`src/rtl/axi_wr_arbiter.sv`:
```
// Round-robin write-channel arbiter: M_NUM masters share one slave, responses routed in order.
// Optional WR_ARB_BID_CHECK_EN stores each granted ID and flags response-ID mismatches on bid_err.
module axi_wr_arbiter #(
    parameter int unsigned M_NUM     = 2,
    parameter int unsigned OST_DEPTH = 4
) (
    input  logic                  clk,
    input  logic                  rstn,
    input  logic [M_NUM*32-1:0]   M_WR_ADDR,
    input  logic [M_NUM*8-1:0]    M_WR_ADDR_LEN,
    input  logic [M_NUM*4-1:0]    M_WR_ADDR_ID,
    input  logic [M_NUM-1:0]      M_WR_ADDR_VALID,
    output logic [M_NUM-1:0]      M_WR_ADDR_READY,
    input  logic [M_NUM*32-1:0]   M_WR_DATA,
    input  logic [M_NUM-1:0]      M_WR_DATA_LAST,
    input  logic [M_NUM-1:0]      M_WR_DATA_VALID,
    output logic [M_NUM-1:0]      M_WR_DATA_READY,
    output logic [M_NUM*4-1:0]    M_WR_BACK_ID,
    output logic [M_NUM*2-1:0]    M_WR_BACK_RESP,
    output logic [M_NUM-1:0]      M_WR_BACK_VALID,
    input  logic [M_NUM-1:0]      M_WR_BACK_READY,
    output logic [31:0]           S_WR_ADDR,
    output logic [7:0]            S_WR_ADDR_LEN,
    output logic [3:0]            S_WR_ADDR_ID,
    output logic                  S_WR_ADDR_VALID,
    input  logic                  S_WR_ADDR_READY,
    output logic [31:0]           S_WR_DATA,
    output logic                  S_WR_DATA_LAST,
    output logic                  S_WR_DATA_VALID,
    input  logic                  S_WR_DATA_READY,
    input  logic [3:0]            S_WR_BACK_ID,
    input  logic [1:0]            S_WR_BACK_RESP,
    input  logic                  S_WR_BACK_VALID,
    output logic                  S_WR_BACK_READY,
    output logic                  bid_err
);
    localparam int unsigned IDX_W = (M_NUM > 1) ? $clog2(M_NUM) : 1;
    localparam int unsigned PTR_W = $clog2(OST_DEPTH);
    localparam int unsigned CNT_W = PTR_W + 1;

    typedef enum logic [1:0] {
        ST_IDLE = 2'd0,
        ST_ADDR = 2'd1,
        ST_DATA = 2'd2
    } state_t;

    state_t           r_state, w_state_nxt;
    logic [IDX_W-1:0] r_gnt_idx, w_gnt_nxt;
    logic [IDX_W-1:0] r_rr_last, w_rr_nxt;
    logic [IDX_W-1:0] w_pick;
    logic             w_any_req;
    int unsigned      w_best_d, w_d;

    logic [31:0]      w_m_addr [M_NUM];
    logic [7:0]       w_m_len  [M_NUM];
    logic [3:0]       w_m_id   [M_NUM];
    logic [31:0]      w_m_data [M_NUM];

    logic [IDX_W-1:0] r_fifo_idx [OST_DEPTH];
    logic [PTR_W-1:0] r_wr_ptr, r_rd_ptr;
    logic [CNT_W-1:0] r_count;
    logic [IDX_W-1:0] w_head_idx;
    logic             w_empty, w_full, w_push, w_pop, w_w_hs;
    logic [7:0]       r_beat_cnt;

    for (genvar g = 0; g < M_NUM; g++) begin : g_unpack
        assign w_m_addr[g] = M_WR_ADDR[g*32 +: 32];
        assign w_m_len[g]  = M_WR_ADDR_LEN[g*8 +: 8];
        assign w_m_id[g]   = M_WR_ADDR_ID[g*4 +: 4];
        assign w_m_data[g] = M_WR_DATA[g*32 +: 32];
    end

    // Pick the requester closest after rr_last, wrapping around.
    always_comb begin
        w_pick   = '0;
        w_best_d = M_NUM;
        w_d      = 0;
        for (int unsigned i = 0; i < M_NUM; i++) begin
            w_d = (i + 2 * M_NUM - 1 - 32'(r_rr_last)) % M_NUM;
            if (M_WR_ADDR_VALID[i] && (w_d < w_best_d)) begin
                w_best_d = w_d;
                w_pick   = IDX_W'(i);
            end
        end
    end

    assign w_any_req = |M_WR_ADDR_VALID;

    always_ff @(posedge clk) begin
        if (!rstn) begin
            r_state   <= ST_IDLE;
            r_gnt_idx <= '0;
            r_rr_last <= IDX_W'(M_NUM - 1);
        end else begin
            r_state   <= w_state_nxt;
            r_gnt_idx <= w_gnt_nxt;
            r_rr_last <= w_rr_nxt;
        end
    end

    always_comb begin
        w_state_nxt     = r_state;
        w_gnt_nxt       = r_gnt_idx;
        w_rr_nxt        = r_rr_last;
        S_WR_ADDR_VALID = 1'b0;
        S_WR_DATA_VALID = 1'b0;
        S_WR_DATA_LAST  = 1'b0;
        M_WR_ADDR_READY = '0;
        M_WR_DATA_READY = '0;
        unique case (r_state)
            ST_IDLE: begin
                if (w_any_req && !w_full) begin
                    w_gnt_nxt   = w_pick;
                    w_state_nxt = ST_ADDR;
                end
            end
            ST_ADDR: begin
                S_WR_ADDR_VALID            = M_WR_ADDR_VALID[r_gnt_idx];
                M_WR_ADDR_READY[r_gnt_idx] = S_WR_ADDR_READY;
                if (M_WR_ADDR_VALID[r_gnt_idx] && S_WR_ADDR_READY) begin
                    w_state_nxt = ST_DATA;
                end
            end
            ST_DATA: begin
                S_WR_DATA_VALID            = M_WR_DATA_VALID[r_gnt_idx];
                S_WR_DATA_LAST             = M_WR_DATA_LAST[r_gnt_idx];
                M_WR_DATA_READY[r_gnt_idx] = S_WR_DATA_READY;
                if (M_WR_DATA_VALID[r_gnt_idx] && S_WR_DATA_READY && M_WR_DATA_LAST[r_gnt_idx]) begin
                    w_rr_nxt    = r_gnt_idx;
                    w_state_nxt = ST_IDLE;
                end
            end
            default: w_state_nxt = ST_IDLE;
        endcase
    end

    assign S_WR_ADDR     = w_m_addr[r_gnt_idx];
    assign S_WR_ADDR_LEN = w_m_len[r_gnt_idx];
    assign S_WR_ADDR_ID  = w_m_id[r_gnt_idx];
    assign S_WR_DATA     = w_m_data[r_gnt_idx];

    assign w_push = (r_state == ST_ADDR) && M_WR_ADDR_VALID[r_gnt_idx] && S_WR_ADDR_READY;
    assign w_w_hs = (r_state == ST_DATA) && M_WR_DATA_VALID[r_gnt_idx] && S_WR_DATA_READY;

    // Debug-only beat count; LAST from the master ends the burst.
    always_ff @(posedge clk) begin
        if (!rstn) begin
            r_beat_cnt <= '0;
        end else if (w_push) begin
            r_beat_cnt <= '0;
        end else if (w_w_hs) begin
            r_beat_cnt <= r_beat_cnt + 8'd1;
        end
    end

    // Outstanding FIFO of granted master indices, popped on each response handshake.
    assign w_empty    = (r_count == '0);
    assign w_full     = (r_count == CNT_W'(OST_DEPTH));
    assign w_head_idx = r_fifo_idx[r_rd_ptr];
    assign w_pop      = !w_empty && S_WR_BACK_VALID && S_WR_BACK_READY;

    always_ff @(posedge clk) begin
        if (w_push) begin
            r_fifo_idx[r_wr_ptr] <= r_gnt_idx;
        end
    end

    always_ff @(posedge clk) begin
        if (!rstn) begin
            r_wr_ptr <= '0;
            r_rd_ptr <= '0;
            r_count  <= '0;
        end else begin
            if (w_push) begin
                r_wr_ptr <= r_wr_ptr + PTR_W'(1);
            end
            if (w_pop) begin
                r_rd_ptr <= r_rd_ptr + PTR_W'(1);
            end
            r_count <= r_count + CNT_W'(w_push) - CNT_W'(w_pop);
        end
    end

    always_comb begin
        M_WR_BACK_VALID = '0;
        S_WR_BACK_READY = 1'b0;
        if (!w_empty) begin
            M_WR_BACK_VALID[w_head_idx] = S_WR_BACK_VALID;
            S_WR_BACK_READY             = M_WR_BACK_READY[w_head_idx];
        end
    end

    assign M_WR_BACK_ID   = {M_NUM{S_WR_BACK_ID}};
    assign M_WR_BACK_RESP = {M_NUM{S_WR_BACK_RESP}};

`ifdef WR_ARB_BID_CHECK_EN
    logic [3:0] r_fifo_id [OST_DEPTH];
    logic       r_bid_err;

    always_ff @(posedge clk) begin
        if (w_push) begin
            r_fifo_id[r_wr_ptr] <= S_WR_ADDR_ID;
        end
    end

    // Sticky until reset; routing still follows the stored index.
    always_ff @(posedge clk) begin
        if (!rstn) begin
            r_bid_err <= 1'b0;
        end else if (w_pop && (S_WR_BACK_ID != r_fifo_id[r_rd_ptr])) begin
            r_bid_err <= 1'b1;
        end
    end

    assign bid_err = r_bid_err;
`else
    assign bid_err = 1'b0;
`endif

endmodule

```
`config.mk`:
```
export PLATFORM = sky130hd
export DESIGN_NAME = axi_wr_arbiter
export DESIGN_NICKNAME = d
export VERILOG_FILES = /design/src/rtl/axi_wr_arbiter.sv
export SDC_FILE = /design/constraint.sdc
export NUM_CORES = 1
export LEC_CHECK = 0
export CORE_AREA = 2 2 106 108
export DETAILED_ROUTE_END_ITERATION = 6
export DIE_AREA = 0 0 108 110
export HOLD_SLACK_MARGIN = 0.1
export SLEW_MARGIN = 20
export SYNTH_ARGS = -nofsm -noshare
export SYNTH_HDL_FRONTEND = slang
export SYNTH_SLANG_ARGS = --single-unit
```
`constraint.sdc`:
```
create_clock -name clk -period 2.95 [get_ports clk]
set_input_delay 0.59 -clock clk [delete_from_list [all_inputs] [get_ports clk]]
set_output_delay 0.59 -clock clk [all_outputs]
set_load 0.01 [all_outputs]
```
# == After elaboration in Yosys (flattened, before gate mapping) ==
# Memories as Yosys holds them, arrays and structs flattened. A register that Yosys moved wholly into a read port is not among the register bits.
# Index checks and enable logic that the tools add are counted.
# Widths: inputs -> output; s select.
# word_totals
regBits,11
ramBits,4
input_bits,171
n_memories,1
# classes
addsub,6
order_cmp,7
n_eq_ne,6
mux,41
n_bitwise,4
n_reduce_logical,20
# mem_list
memory,depth,width,rd,rd_ports_with_merged_regs,wr,line_no,source
r_fifo_idx,4,1,1,1,1,59,logic [IDX_W-1:0] r_fifo_idx [OST_DEPTH];
# ops
cell,count
$mux 32,6
$lt 1x32->1,1
$mux 8,3
$mux 2,9
$mux 1,17
$logic_and 1x1->1,12
$mux 4,3
$and 2x2->2,3
$lt 1x2->1 const B,3
$ne 2x2->1 const B,3
$pmux 2 s3,1
$add 2x1->2 const B,2
$reduce_and 2->1,2
$add 3x1->3,1
$eq 3x3->1 const B,1
$logic_not 3->1,1
$reduce_and 3->1,1
$sub 3x1->3,1
$demux 1 s1,2
$eq 2x1->1 const B,1
$eq 2x2->1 const B,1
$ge 1x1->1 const B,2
$ge 2x2->1 const B,1
$logic_not 1->1,2
4 further kinds,5

# == Logic depth before layout (Yosys ltp) ==
# Gate-level depths: netlist (run 1).
# depth
word_depth,7
mapped_depth,10
depth_no_buf,10

# == Least setup slack after synthesis (run 1) ==
# Ideal clock, no wire load.
# synth_timing
path_kind,reg-to-reg
from,reg (tool-made name)
to,reg r_count[2]
setup_ps,115
t_arrival_ps,2360
t_required_ps,2835
slack_ps,475
path_stages_with_launch,10
path_cell_list,dfxtp_1 -> mux4_2 -> mux2i_4 -> ha_1 -> inv_1 -> ha_1 -> fa_1 -> xnor2_1 -> xnor2_1 -> and2_1
# synth_lines
item,line_no,source
"end signal, assigned",180,r_count <= r_count + CNT_W'(w_push) - CNT_W'(w_pop);
"end, declared",61,logic [CNT_W-1:0] r_count;

# == Worst setup path after layout (run 1) ==
# layout_timing
from,reg r_gnt_idx
to,out S_WR_DATA[2]
# layout_via
elab_chain_cells,4
# layout_rtl
item,line_no,source
"start, declared",48,"logic [IDX_W-1:0] r_gnt_idx, w_gnt_nxt;"
"start signal, assigned",96,r_gnt_idx <= w_gnt_nxt;
$not 1->2 (implied by the code),140,assign S_WR_DATA = w_m_data[r_gnt_idx];
$mux 32 (implied by the code) (3 in series),140,
"end, declared",27,"output logic [31:0] S_WR_DATA,"
# No other way between the ends. The select of a mux whose other input is x is not followed.

==> results of run 1 <==
==> power groups by stage <==
| stage | registers [uW] | clock network [uW] | logic (uW) |
|---|---|---|---|
| 6_report | 319 | 180 | 886 |
| 5_1_grt | 324 | 198 | 948 |
| 2_1_floorplan | 302 | 0 | 405 |
| 3_3_place_gp | 323 | 0 | 882 |
| 3_5_place_dp | 323 | 0 | 893 |
| 4_1_cts | 318 | 183 | 898 |
==> synthesized netlist by cell type (all sizes together) <==
cell type,count
dfxtp,13
clkbuf,2
ha,6
nand2,5
conb,1
mux2,76
a21oi,2
nand2b,2
inv,7
nor2,12
fa,1
o22ai,1
nor3b,4
and2,9
nand3b,3
nor2b,2
a21o,1
a21boi,3
o21ai,2
o311ai,2
edfxtp,4
nor3,1
nand4b,1
buf,21
a2111oi,1
xnor2,3
mux4,1
mux2i,7
nand3,1
==> cell type report <==
cell class	count	area, sq um
well taps	140	175
flip-flops and latches	17	384
inverters	7	26.3
repair buffers	254	2540
fillers	1063	6130
multi-input cells	147	1390
clock buffers	3	41.3
clock inverters	1	7.51
==> path summary, 6_finish.rpt <==
path	startpoint	endpoint	slack, ns	cells after the start
worst max-delay path	r_gnt_idx	S_WR_DATA[2]	0.23	3
worst min-delay path	r_rd_ptr[1]	flop	0.46	2
worst max register to register	r_fifo_idx[2]	r_count[2]	0.35	9
worst min register to register	r_rd_ptr[1]	flop	0.46	2
==> cell usage in the layout, fill, tap and decap left out, types with 3 or more instances in the layout <==
cell type        Yosys  routed
and2_1               8       8
buf_4               13       3
clkbuf_8             0       3
clkdlybuf4s50_1      0     250
dfxtp_1             13      12
edfxtp_1             4       4
ha_1                 6       6
inv_1                6       6
mux2_2              74      74
mux2i_1              6       6
nand2_1              5       5
nand3b_1             3       3
nor2_1              11      11
nor3b_1              4       4
xnor2_1              3       3
==> layer usage <==
| metal | part of all wire | GRT usage | up-vias |
|---|---|---|---|
| li1 | - | - | 1147 |
| met1 | 0.36 | 0.152 | 1078 |
| met2 | 0.53 | 0.261 | 133 |
| met3 | 0.10 | 0.0470 | 2 |
| met4 | 0.0020 | 0.00916 | 0 |
| met5 | 0 | 0 | - |
==> cells by family (layout without fill, tap and decap cells) <==
family	count (synthesis)	count (layout)	synth area share
simple gates	40	40	0.114
compound gates	12	12	0.0426
other cells	1	1	0.00193
mux	84	84	0.495
buf+inv	30	265	0.0877
fa+ha+maj	7	7	0.0490
flops	17	17	0.196
xor+xnor	3	3	0.0135
==> stage by stage <==
step,hold slack [ns],cells,setup slack [ns]
2_1_floorplan,0.436,194,0.475
3_3_place_gp,0.453,565,0.124
3_5_place_dp,0.469,565,0.0599
4_1_cts,0.469,569,0.219
5_1_grt,0.491,569,0.149
6_report,0.458,569,0.235
==> worst min-delay path, stage by stage (launching register included) <==
cell and delay [ns]:
dfxtp_1 0.30, nand2_1 0.05, o21ai_1 0.06
==> out/metrics.yaml, run 1 <==
cts_tree: "done"
syn_area_per_cell_sq_um: 10.0
cts-resized-gates: 0
ctsHoldBuffers: 0
ant_nets: 0
cap_violations: 0
swShare: 0.313
dr.pass1.iters: 4
cp_data_arrival_time_ns: 2.13
crit_family: "buffers and inverters"
rows: 38
fin_crit_ns: 2.72
drtIter0Drc: 63
syn2layout_area_growth_pct: 135
grt_max_degree: 44
critPathLaunchType: "flop"
final_util: 0.427
finalCritPeriodShare: 0.920
initial_core_util: 0.181
ys_types: 38
drc_errors: 0
crit_buf_inv: 2
numPortBuffers: 250
synthDominantCellAreaShare: 0.429
clk_path_buf_depth: 2
power.total_uw: 1380
slowest_stage: "dfxtp_4"
dieArea_sq_mm: 0.0119
worst_clock_skew_ns: 0.00931
vias_per_cell: 4.15
fin_area_sq_mm: 0.00457
antenna_cells: 0
fp.coreArea_sq_mm: 0.0107
p_int_uw: 951
setup-tns-final_ns: 0
drv_slew: 0
synth.cell_area_sq_mm: 0.00194
cts_setup_buffers: 0
drt-total-wl_mm: 9.08
ir_drop_v: 0.000263
cp-end-kind: "output pin"
dpl_cell_area_sq_mm: 0.00452
place_hpwl_mm: 8.02
die-width_um: 108
ys_ff_latch: 17
status: "finished clean"
fin_nets: 608
yosysTopAreaCell: "mux2_2"
drive_above_1_share: 0.205
worstMarginPinSlew_ns: 0.515
p_seq_frac: 0.230
grt_pass1_wl_mm: 12.5
grt_usage: 0.137
share_comb_of_total_power: 0.640
place_congestion: 0.738
cts.sinks: 17
rsz0062_at_grt: "false"
ys_seq_area_frac: 0.196
overflow: 0
grt_pass1_vias: 2412
required_ns: 2.36
crit_fanout: 25
cts_root_buffer: "clkbuf_8"
p_sw_uw: 433
powerDensity_mw_per_mm2: 303
cts_made_buffers: 3
synth_cells: 194
min_path_type: "flop to flop"
timing.slew.headroom: 0.648
synth_area_leaders: "mux2_2 (43%), dfxtp_1 (13%), edfxtp_1 (6.2%)"
crit_type: "flop to output pin"
die_y_um: 110
hold_viol: 0
antenna_found_initial: 0
crit_chain: "buf_4 > mux2_2 > clkdlybuf4s50_1"
clock.fmax_mhz: 368
vias: 2360
syn_nets: 372
ios: 270
htree_levels: 1
p_leak_uw: 0.00165
insertion_delay_ns: 0.26
p_clk_frac: 0.130
clk_pin_slew_ns: 0.07
wl_per_cell_um: 16.0
synth_warnings: 0
max_stage_delay_ns: 0.56
setup_violations: 0
No activity file was read; power rests on OpenSTA's default activity.
==> run 2: changes to the inputs <==
--- a/config.mk
+++ b/config.mk
@@ -8,6 +8,7 @@
 export CORE_AREA = 2 2 106 108
 export DETAILED_ROUTE_END_ITERATION = 6
 export DIE_AREA = 0 0 108 110
+export DONT_BUFFER_PORTS = 1
 export HOLD_SLACK_MARGIN = 0.1
 export SLEW_MARGIN = 20
 export SYNTH_ARGS = -nofsm -noshare
==> run 2 against run 1 <==
Compared with the run above:
- worst hold slack got worse by 0.052 ns
- critical endpoint is now S_WR_DATA[4]
- largest power group unchanged
- register-to-register slack improved by 0.03 ns
- via count fell by 40%
- highest routed layer is now met5
- die area did not move
- critical path type unchanged
- critical path depth fell by 1
- clock skew fell by 0.0066 ns
- non-clock buffer count fell by 252
==> out/metrics.yaml, run 2 (synthesis gave the netlist of run 1 again) <==
p_sw_uw: 357  # -18%
syn2layout_area_growth_pct: 5.09
required_ns: 2.36  # about the same
die_y_um: 110  # unchanged
numPortBuffers: 0  # -100%
min_path_type: "primary input to flop"
crit_chain: "buf_4 > mux2_2"
fp.coreArea_sq_mm: 0.0107  # unchanged
cts_root_buffer: "clkbuf_8"
max_stage_delay_ns: 0.65  # +0.09 ns
grt_pass1_vias: 1448  # -40%
place_hpwl_mm: 6.51  # -19%
fin_nets: 356  # -41%
crit_fanout: 64  # +160%
powerDensity_mw_per_mm2: 454  # +50%
nFillCells: 1181  # +11%
fin_crit_ns: 2.59  # -0.125 ns
drt-total-wl_mm: 7.30  # -20%
grt_max_degree: 65  # +48%
ant_nets: 0  # unchanged
rsz0062_at_grt: "false"
share_comb_of_total_power: 0.474  # -0.166
status: "finished clean"
place_congestion: 0.837  # +13%
dp_slack_ns: 0.376  # +0.316 ns
die-width_um: 108  # unchanged
slowest_stage: "buf_4"
crit_buf_inv: 1  # -1
drc_errors: 0  # unchanged
cts_setup_buffers: 0  # unchanged
crit_family: "buffers and inverters"
worst_clock_skew_ns: 0.00275  # -0.00656 ns
worst_slack_ns: 0.360  # +0.125 ns
critPathLaunchType: "flop"
swShare: 0.386  # +0.0727
dr.pass1.iters: 3  # -1
ctsHoldBuffers: 0  # unchanged
p_int_uw: 569  # -40%
final_common_cell: "mux2_2"
wl_per_cell_um: 22.9  # +44%
cts_tree: "done"
ios: 270  # unchanged
cp_data_arrival_time_ns: 2.00  # -0.13 ns
worstMarginPinSlew_ns: 0.746  # +0.230 ns
vias_per_cell: 4.47  # +7.8%
ir_drop_v: 0.000200  # -24%
initial_core_util: 0.181  # unchanged
p_clk_frac: 0.182  # +0.052
cap_violations: 0  # unchanged
rows: 38  # unchanged
clk_path_buf_depth: 2  # unchanged
cts_made_buffers: 3  # unchanged
dieArea_sq_mm: 0.0119  # unchanged
cts.sinks: 17  # unchanged
grt_pass1_wl_mm: 9.14  # -27%
vias: 1422  # -40%
p_leak_uw: 0.000663  # -60%
drive_above_1_share: 0.486  # +0.281
r2r_slack_ns: 0.38  # +0.03 ns
timing.slew.headroom: 0.503  # -0.145
antenna_found_initial: 2  # +2
clock.fmax_mhz: 386  # +4.8%
crit_type: "flop to output pin"
cts-resized-gates: 0  # unchanged
drv_slew: 0  # unchanged
htree_levels: 1  # unchanged
setup_violations: 0  # unchanged
finalCritPeriodShare: 0.878  # -0.0423
clk_pin_slew_ns: 0.06  # about the same
most-common-layout-cells: "mux2_2 (74), dfxtp_1 (12), nor2_1 (11)"
overflow: 0  # unchanged
drtIter0Drc: 27  # -57%
power.total_uw: 926  # -33%
grt_usage: 0.108  # -0.0282
p_seq_frac: 0.343  # +0.113
insertion_delay_ns: 0.25  # about the same
hold_viol: 0  # unchanged
cp-end-kind: "output pin"
setup-tns-final_ns: 0  # unchanged
run 2: final timing paths:
| path | startpoint | endpoint | cells past startpoint |
|---|---|---|---|
| worst max register to register | flop | r_count[2] | 9 |
| worst max-delay path | r_gnt_idx | S_WR_DATA[4] | 2 |
| worst min-delay path | rstn | r_rr_last | 1 |
| worst min register to register | r_rd_ptr[1] | flop | 2 |
run 2: metrics by stage:
| stage | std cells | instance area (sq um) | hold WS, ns | util |
|---|---|---|---|---|
| floorplan | 194 | 1940 | 0.436 | - |
| global placement | 313 | 1990 | 0.465 | 0.186 |
| detailed placement | 313 | 1990 | 0.474 | 0.186 |
| CTS | 317 | 2040 | 0.402 | 0.190 |
| global route | 317 | 2040 | 0.401 | 0.190 |
| finish | 318 | 2040 | 0.406 | 0.191 |
run 2: power by group through the flow:
stage	clock network, uW	registers, uW	logic (uW)
final	169	318	439
after global routing	188	328	488
after detailed placement	0	324	448
after floorplan	0	302	405
after global placement	0	320	442
after CTS	175	319	451
run 2: metal layers:
layer | track usage | up-vias | share of wire | routed length [um]
li1 | - | 645 | - | -
met1 | 0.128 | 642 | 0.36 | 2650
met2 | 0.191 | 129 | 0.51 | 3740
met3 | 0.0447 | 4 | 0.12 | 881
met4 | 0.0110 | 2 | 0.0019 | 14
met5 | 0 | - | 0.0018 | 13
run 2: final cells by class:
cell class	instances	area, sq um	area share
Antenna cell	1	2.50	0.00123
Clock buffer	3	41.3	0.0202
Clock inverter	1	5.00	0.00245
Inverter	7	26.3	0.0129
Multi-Input combinational cell	147	1390	0.682
Sequential cell	17	384	0.188
Tap cell	140	175	0.0859
Timing Repair Buffer	2	15.0	0.00736
